**src/rtl/ifetch_mem_resp.sv**
```systemverilog
// rtl/ifetch_mem_resp.sv - instruction-fetch responder on a byte-wide RAM port
//
// Purpose: accepts a fetch request (PC + byte count) from the instruction
// queue, reads the bytes one per granted cycle from the shared 8-bit RAM,
// assembles them little-endian and returns the word with a one-cycle ins_ok.
//
// Ports:
//   clk        system clock, rising edge
//   rst        asynchronous active-low reset
//   rdy        global ready; low freezes all registered state
//   clear      synchronous pipeline flush, highest priority
//   req        fetch request (level), sampled only while idle
//   req_addr   PC of the instruction to fetch
//   req_bytes  byte count 1..MAX_BYTES; 0 or larger is treated as MAX_BYTES
//   grant      RAM bus available to the fetch side this cycle
//   mem_din    RAM read data, valid one cycle after its address
//   mem_a      RAM byte address (0 when no read is issued)
//   mem_wr     RAM write enable, tied low
//   ins_ok     one-cycle completion pulse
//   ins_ans    assembled instruction, held after ins_ok
//   busy       high from acceptance until completion
//
// Build option: define IFETCH_IO_GUARD_EN to answer fetches into the IO
// window (req_addr[17:16] == 2'b11) with a NOP without touching the RAM.

module ifetch_mem_resp #(
  parameter int ADDR_W    = 32,
  parameter int MAX_BYTES = 4
) (
  input  logic              clk,
  input  logic              rst,
  input  logic              rdy,
  input  logic              clear,
  input  logic              req,
  input  logic [ADDR_W-1:0] req_addr,
  input  logic [3:0]        req_bytes,
  input  logic              grant,
  input  logic [7:0]        mem_din,
  output logic [ADDR_W-1:0] mem_a,
  output logic              mem_wr,
  output logic              ins_ok,
  output logic [31:0]       ins_ans,
  output logic              busy
);

  localparam int                CNT_W = $clog2(MAX_BYTES + 1);
  localparam logic [CNT_W-1:0]  ONE   = CNT_W'(1);
  localparam logic [3:0]        MAXB  = 4'(MAX_BYTES);

  typedef enum logic {IDLE, FETCH} state_t;

  state_t             state_q, state_d;
  logic [ADDR_W-1:0]  base_q;
  logic [CNT_W-1:0]   n_q, iss_q, cap_q;
  logic               pend_q;
  logic [31:0]        buf_q;

  logic [CNT_W-1:0]   req_n;
  logic               issue, capture, last;
  logic               accept, io_accept, io_hit;
  logic [31:0]        buf_cap;

  assign mem_wr = 1'b0;

  assign req_n = (req_bytes == 4'd0 || req_bytes > MAXB) ? CNT_W'(MAX_BYTES)
                                                          : CNT_W'(req_bytes);

`ifdef IFETCH_IO_GUARD_EN
  assign io_hit = (req_addr[17:16] == 2'b11);
`else
  assign io_hit = 1'b0;
`endif

  always_comb begin
    state_d   = state_q;
    issue     = 1'b0;
    capture   = 1'b0;
    last      = 1'b0;
    mem_a     = '0;
    buf_cap   = buf_q;
    accept    = (state_q == IDLE) && req && !clear && !io_hit;
    io_accept = (state_q == IDLE) && req && !clear && io_hit;

    if (state_q == FETCH) begin
      issue   = grant && (iss_q < n_q);
      // The byte returning now belongs to the read issued last cycle; it is
      // captured regardless of grant, since the bus was ours when issued.
      capture = pend_q;
      last    = pend_q && ((cap_q + ONE) == n_q);
    end

    if (issue) mem_a = base_q + ADDR_W'(iss_q);
    if (capture) buf_cap[{cap_q, 3'b000} +: 8] = mem_din;

    case (state_q)
      IDLE:    if (accept) state_d = FETCH;
      FETCH:   if (clear || last) state_d = IDLE;
      default: state_d = IDLE;
    endcase
  end

  always_ff @(posedge clk or negedge rst) begin
    if (!rst) begin
      state_q <= IDLE;
      base_q  <= '0;
      n_q     <= '0;
      iss_q   <= '0;
      cap_q   <= '0;
      pend_q  <= 1'b0;
      buf_q   <= '0;
      ins_ok  <= 1'b0;
      ins_ans <= '0;
      busy    <= 1'b0;
    end else if (rdy) begin
      state_q <= state_d;
      ins_ok  <= 1'b0;
      if (clear) begin
        // Dropping pend discards any byte still in flight from the RAM.
        pend_q <= 1'b0;
        iss_q  <= '0;
        cap_q  <= '0;
        busy   <= 1'b0;
      end else if (state_q == IDLE) begin
        pend_q <= 1'b0;
        if (accept) begin
          base_q <= req_addr;
          n_q    <= req_n;
          iss_q  <= '0;
          cap_q  <= '0;
          buf_q  <= '0;
          busy   <= 1'b1;
        end else if (io_accept) begin
          ins_ok  <= 1'b1;
          ins_ans <= 32'h0000_0013;
        end
      end else begin
        pend_q <= issue;
        if (issue) iss_q <= iss_q + ONE;
        if (capture) begin
          buf_q <= buf_cap;
          cap_q <= cap_q + ONE;
        end
        if (last) begin
          ins_ok  <= 1'b1;
          ins_ans <= buf_cap;
          busy    <= 1'b0;
        end
      end
    end
  end

endmodule

```
**config.mk**
```make
export PLATFORM = sky130hd
export DESIGN_NAME = ifetch_mem_resp
export DESIGN_NICKNAME = d
export VERILOG_FILES = /design/src/rtl/ifetch_mem_resp.sv
export SDC_FILE = /design/constraint.sdc
export NUM_CORES = 1
export LEC_CHECK = 0
export BUFFER_PORTS_ARGS = -buffer_cell sky130_fd_sc_hd__buf_4
export CAP_MARGIN = 40
export CORE_MARGIN = 2
export CORE_UTILIZATION = 35
export CTS_CLUSTER_DIAMETER = 120
export DETAILED_ROUTE_END_ITERATION = 12
export PLACE_DENSITY = 0.66
export SLEW_MARGIN = 20
export SYNTH_ARGS = -nofsm -noshare
export SYNTH_HDL_FRONTEND = slang
export SYNTH_SLANG_ARGS = --single-unit
```
**constraint.sdc**
```tcl
create_clock -name clk -period 5.3 [get_ports clk]
set_clock_uncertainty 0.15 [all_clocks]
set_input_delay 1.06 -clock clk [delete_from_list [all_inputs] [get_ports clk]]
set_output_delay 1.06 -clock clk [all_outputs]
set_load 0.05 [all_outputs]
```
== Yosys cells after proc, flatten, opt, wreduce, memory -nomap -nowiden ==
Index checks and enable logic that the tools add are counted.
W data, S select, Z words.
Operators by class
  reductions and logical operators: 16
  bitwise logic cells: 2
  add/subtract/negate cells: 4
  multiplexer cells: 29
  equal/unequal tests: 5
  shifts and indexed selects: 2
  $lt $le $gt $ge: 2
Operators by type and width (count)
  $mux W32: 5
  $add A32 B3 Y32: 1
  $bwmux W32: 1
  $shift A8 B8 Y32 const A: 1
  $shiftx A8 B8 Y32: 1
  $mux W3: 8
  $mux W1: 14
  $reduce_and A4 Y1: 3
  $ne A3 B2 Y1 const B: 3
  $reduce_and A3 Y1: 3
  $neg A6 Y8: 1
  $add A3 B1 Y3 const B: 2
  $gt A4 B3 Y1 const B: 1
  $logic_and A1 B1 Y1: 4
  $logic_not A4 Y1: 1
  $eq A3 B3 Y1: 1
  $lt A3 B3 Y1: 1
  $reduce_bool A3 Y1: 1
  $logic_or A1 B1 Y1: 2
  $ne A2 B1 Y1 const B: 1
  $not A1 Y1: 2
  $pmux W1 S2: 1
  $reduce_bool A2 Y1: 1
  $logic_not A1 Y1: 1
Word-level totals
  bits of input ports: 50
  bits in registers: 109
  word-level logic and storage cells: 70

== Depth between registers and ports, before layout ==
  word-level depth: 7
  depth in mapped cells: 11

== Worst setup path before layout ==
OpenSTA, ideal clock, no wires.
  path kind: reg-to-output
  start point: reg iss_q[0]
  end point: out mem_a[12]
  stages on the path, launching flop included: 9
  arrival time: 3.101 ns
  path buffers: 1
  slack: 0.989 ns
  cells stage by stage: dfrtp_1 > ha_1 > inv_1 > fa_1 > nand2b_1 > a2111oi_1 > buf_2 > a21oi_1 > a211oi_1
Between the ends
  cells in the longest elaborated chain, start to end: 4
  elaborated cells on any way between the ends: 5
  those cells by class: add/sub: 1; order compare: 1; mux: 2; reduce/logical: 1
Ends and longest elaborated chain
  from (decl): line 54  | logic [CNT_W-1:0] n_q, iss_q, cap_q;
  from (signal assigned): line 138  | if (issue) iss_q <= iss_q + ONE;
  parallel branches: the longest is 3 deep, another holds $add A32 B3 Y32
  $mux W32 (*): line 92  | if (issue) mem_a = base_q + ADDR_W'(iss_q);
  to (decl): line 39  | output logic [ADDR_W-1:0] mem_a,
Mark *: on every way between the ends.

== Final worst setup path ==
  start point: reg iss_q[0]
  end point: out mem_a[24]
The elaborated chain is that of the path after synthesis.

==> impl_metrics.csv <==
group,metric,value,unit
outcome,status,"complete, no violations",
clock_network,clk_pin_slew_worst_paths,0.07,ns
grt,grtUsageTotal,17.5,%
clock_network,cts_hold_buffers,0,
pwr,finalPower,2.30,mW
finish,seq_area,2730,um^2
worst_setup_path,endpoint,"mem_a[24]",
detailed_routing,drtPass1Iterations,5,
detailed_routing,vias,4511,
clock_network,cts_root_buffer,"clkbuf_16",
yosys,syn_avg_cell_area,10.1,um^2
finish,multi_input_area,2640,um^2
worst_setup_path,crit_start,"iss_q[0]",
placed_design,dpl.hpwl,10300,um
finish,area_growth,24.6,%
pwr,leakage,3.19,nW
timing,rsz0062_at_grt,"no",
worst_setup_path,rr_startpoint,"cap_q[0]",
placed_design,io_buffers,115,
grt,grt_pass1_vias,4594,
pwr,ir_drop,185,uV
yosys,yosysWarnings,0,
finish,diodes,0,
clock_network,cts_max_path_buffers,2,
yosys,synthCells,551,
detailed_routing,drc,0,
worst_setup_path,cp.arrival,2.92,ns
finish,final_cell_mix,"120 x buf_4, 109 x dfrtp_1, 69 x nor2_1, 45 x nand2_1, 33 x a22o_1",
timing,min_period,4.13,ns
yosys,ys_types,49,
worst_setup_path,r2r-end,"buf_q[25]",
worst_setup_path,path_class,"flop to output pin",
clock_network,cts_htree_levels,3,
yosys,synth.cell_area,5550,um^2
finish,final_cells,870,
die,core_area,15700,um^2
placed_design,dp.cells,851,
finish,drive_above_1_share,26.9,%
timing,setup_slack,1.17,ns
clock_network,cts_made_buffers,9,
grt,antenna_found_initial,0,
grt,grt_max_degree,71,
worst_setup_path,end_kind,"output pin",
detailed_routing,vias_per_cell,5.19,
timing,worst-slew-pin-transition,0.746,ns
placed_design,place.gp.congestion,0.872,
finish,fin_nets,712,
die,die-area,16900,um^2
die,die_w,130,um
worst_setup_path,cp.required,4.09,ns
die,start_util,35.3,%
pwr,power_density,332,nW/um^2
timing,tns,0,ns
finish,final_core_util,44.1,%
worst_setup_path,rrSetupSlack,1.85,ns
timing,setup_viol,0,
clock_network,cts_tree,"done",
detailed_routing,totalWireLength,14200,um
grt,grt_pass1_wl,23100,um
yosys,synth_top_area_share,49.1,%
yosys,syn-num-nets,614,
clock_network,cts_setup_buffers,0,
timing,timing_hold_violations_final,0,
placed_design,place_worst_setup_slack,1.47,ns
worst_setup_path,path_max_fanout,11,
yosys,synth_seq_cells,109,
detailed_routing,drt-initial-drc-count,202,
die,num_rows,46,
finish,fillers,1541,
worst_setup_path,cp-start-kind,"flop",
yosys,yosysSeqAreaShare,49.1,%
worst_setup_path,reg2regPathDepth,7,
die,pin_count,117,
yosys,synthTopCellsByArea,"dfrtp_1 49%, mux2_2 5.7%, a22o_1 5.2%",
worst_hold_path,min_path_type,"flop to flop",
job,drv_cap,0,
timing,fmax,0.242,GHz
timing,post-route-period-util,77.9,%
timing,final_max_slew_viol_count,0,
die,dieHeight,130,um
detailed_routing,routedWlPerCell,16.3,um
finish,final_common_cell,"buf_4",
grt,gr-total-overflow,0,
clock_network,cts_resized,0,
yosys,yosysTopAreaCell,"dfrtp_1",
timing,relSlewSlack,50.2,%
clock_network,clock_latency,0.36,ns
clock_network,cts_sinks,109,
detailed_routing,postRouteAntennaNets,0,
==> sequential cells by signal, summed over array words and instances (netlist names), 3 cells and up <==
register	count
base_q	32
buf_q	32
ins_ans	32
cap_q	3
iss_q	3
n_q	3
==> how the worst min path moves through the flow <==
stage / start / endpoint / cells past startpoint
2_1_floorplan: buf_q[0] / buf_q[0] / 1
3_3_place_gp: ins_ok / ins_ok / 1
3_5_place_dp: ins_ok / ins_ok / 1
4_1_cts: ins_ok / ins_ok / 1
5_1_grt: ins_ok / ins_ok / 1
6_report: ins_ok / ins_ok / 1
==> metal layers <==
| layer | share of wire (%) | GRT usage (%) |
|---|---|---|
| met5 | 0 | 0 |
| met4 | 1.2 | 4.93 |
| met3 | 7.9 | 5.90 |
| met2 | 49 | 29.5 |
| met1 | 42 | 21.3 |
==> Yosys cell counts (all sizes together) <==
master,instances
nor4b,3
nand2,47
a2111oi,1
mux2,28
a211o,4
a32oi,1
inv,14
a21oi,23
nand2b,7
nor2b,4
fa,1
nand4,28
a32o,1
a21o,3
xor3,1
and2,4
ha,12
and3,5
a22o,33
or4,1
dfrtp,109
nor2,70
nand3,21
or3,1
o31ai,1
nor3,4
and4,1
a22oi,8
a31oi,17
mux2i,8
nor4,4
buf,24
o211ai,2
xnor2,7
a211oi,2
o21ai,17
and4b,1
clkbuf,12
conb,1
xor2,20
==> per-stage QoR <==
| step | hold WS [ns] | area (um^2) |
|---|---|---|
| after floorplan | 0.316 | 5550 |
| after global placement | 0.323 | 6580 |
| after detailed placement | 0.330 | 6610 |
| after CTS | 0.346 | 6880 |
| after global routing | 0.362 | 6920 |
| final | 0.340 | 6920 |
==> logic make-up after synthesis <==
kind of cell / synth area share [%]
AOI/OAI and AO/OA: 14.1
xor gates and xnor gates: 4.69
adders and majority gates: 3.06
buffers and inverters: 3.81
DFF: 49.1
muxes: 7.12
other: 0.0675
and+or+nand+nor: 18.0
==> where the power goes <==
| part | internal, mW | switching, mW | leakage (nW) |
|---|---|---|---|
| sequential | 0.935 | 0.122 | 1.45 |
| combinational | 0.240 | 0.353 | 1.61 |
| clock | 0.323 | 0.323 | 0.135 |
| total | 1.50 | 0.799 | 3.19 |
==> layout make-up <==
cell class	count	area share, %
flip-flops and latches	109	39.4
multi-input cells	392	38.1
repair buffers	123	13.9
well taps	216	3.90
clock buffers	10	3.31
inverters	14	0.759
clock inverters	6	0.669
==> worst max-delay path, cell delays in order, from the launching register on <==
cell	delay [ns]
dfrtp_1	0.42
ha_1	0.22
inv_1	0.07
fa_1	0.40
nand2b_1	0.19
a2111oi_2	0.37
buf_4	0.25
nand4_1	0.15
xor2_1	0.17
nor2_1	0.10
buf_4	0.22
(Power assumes the default switching activity.)
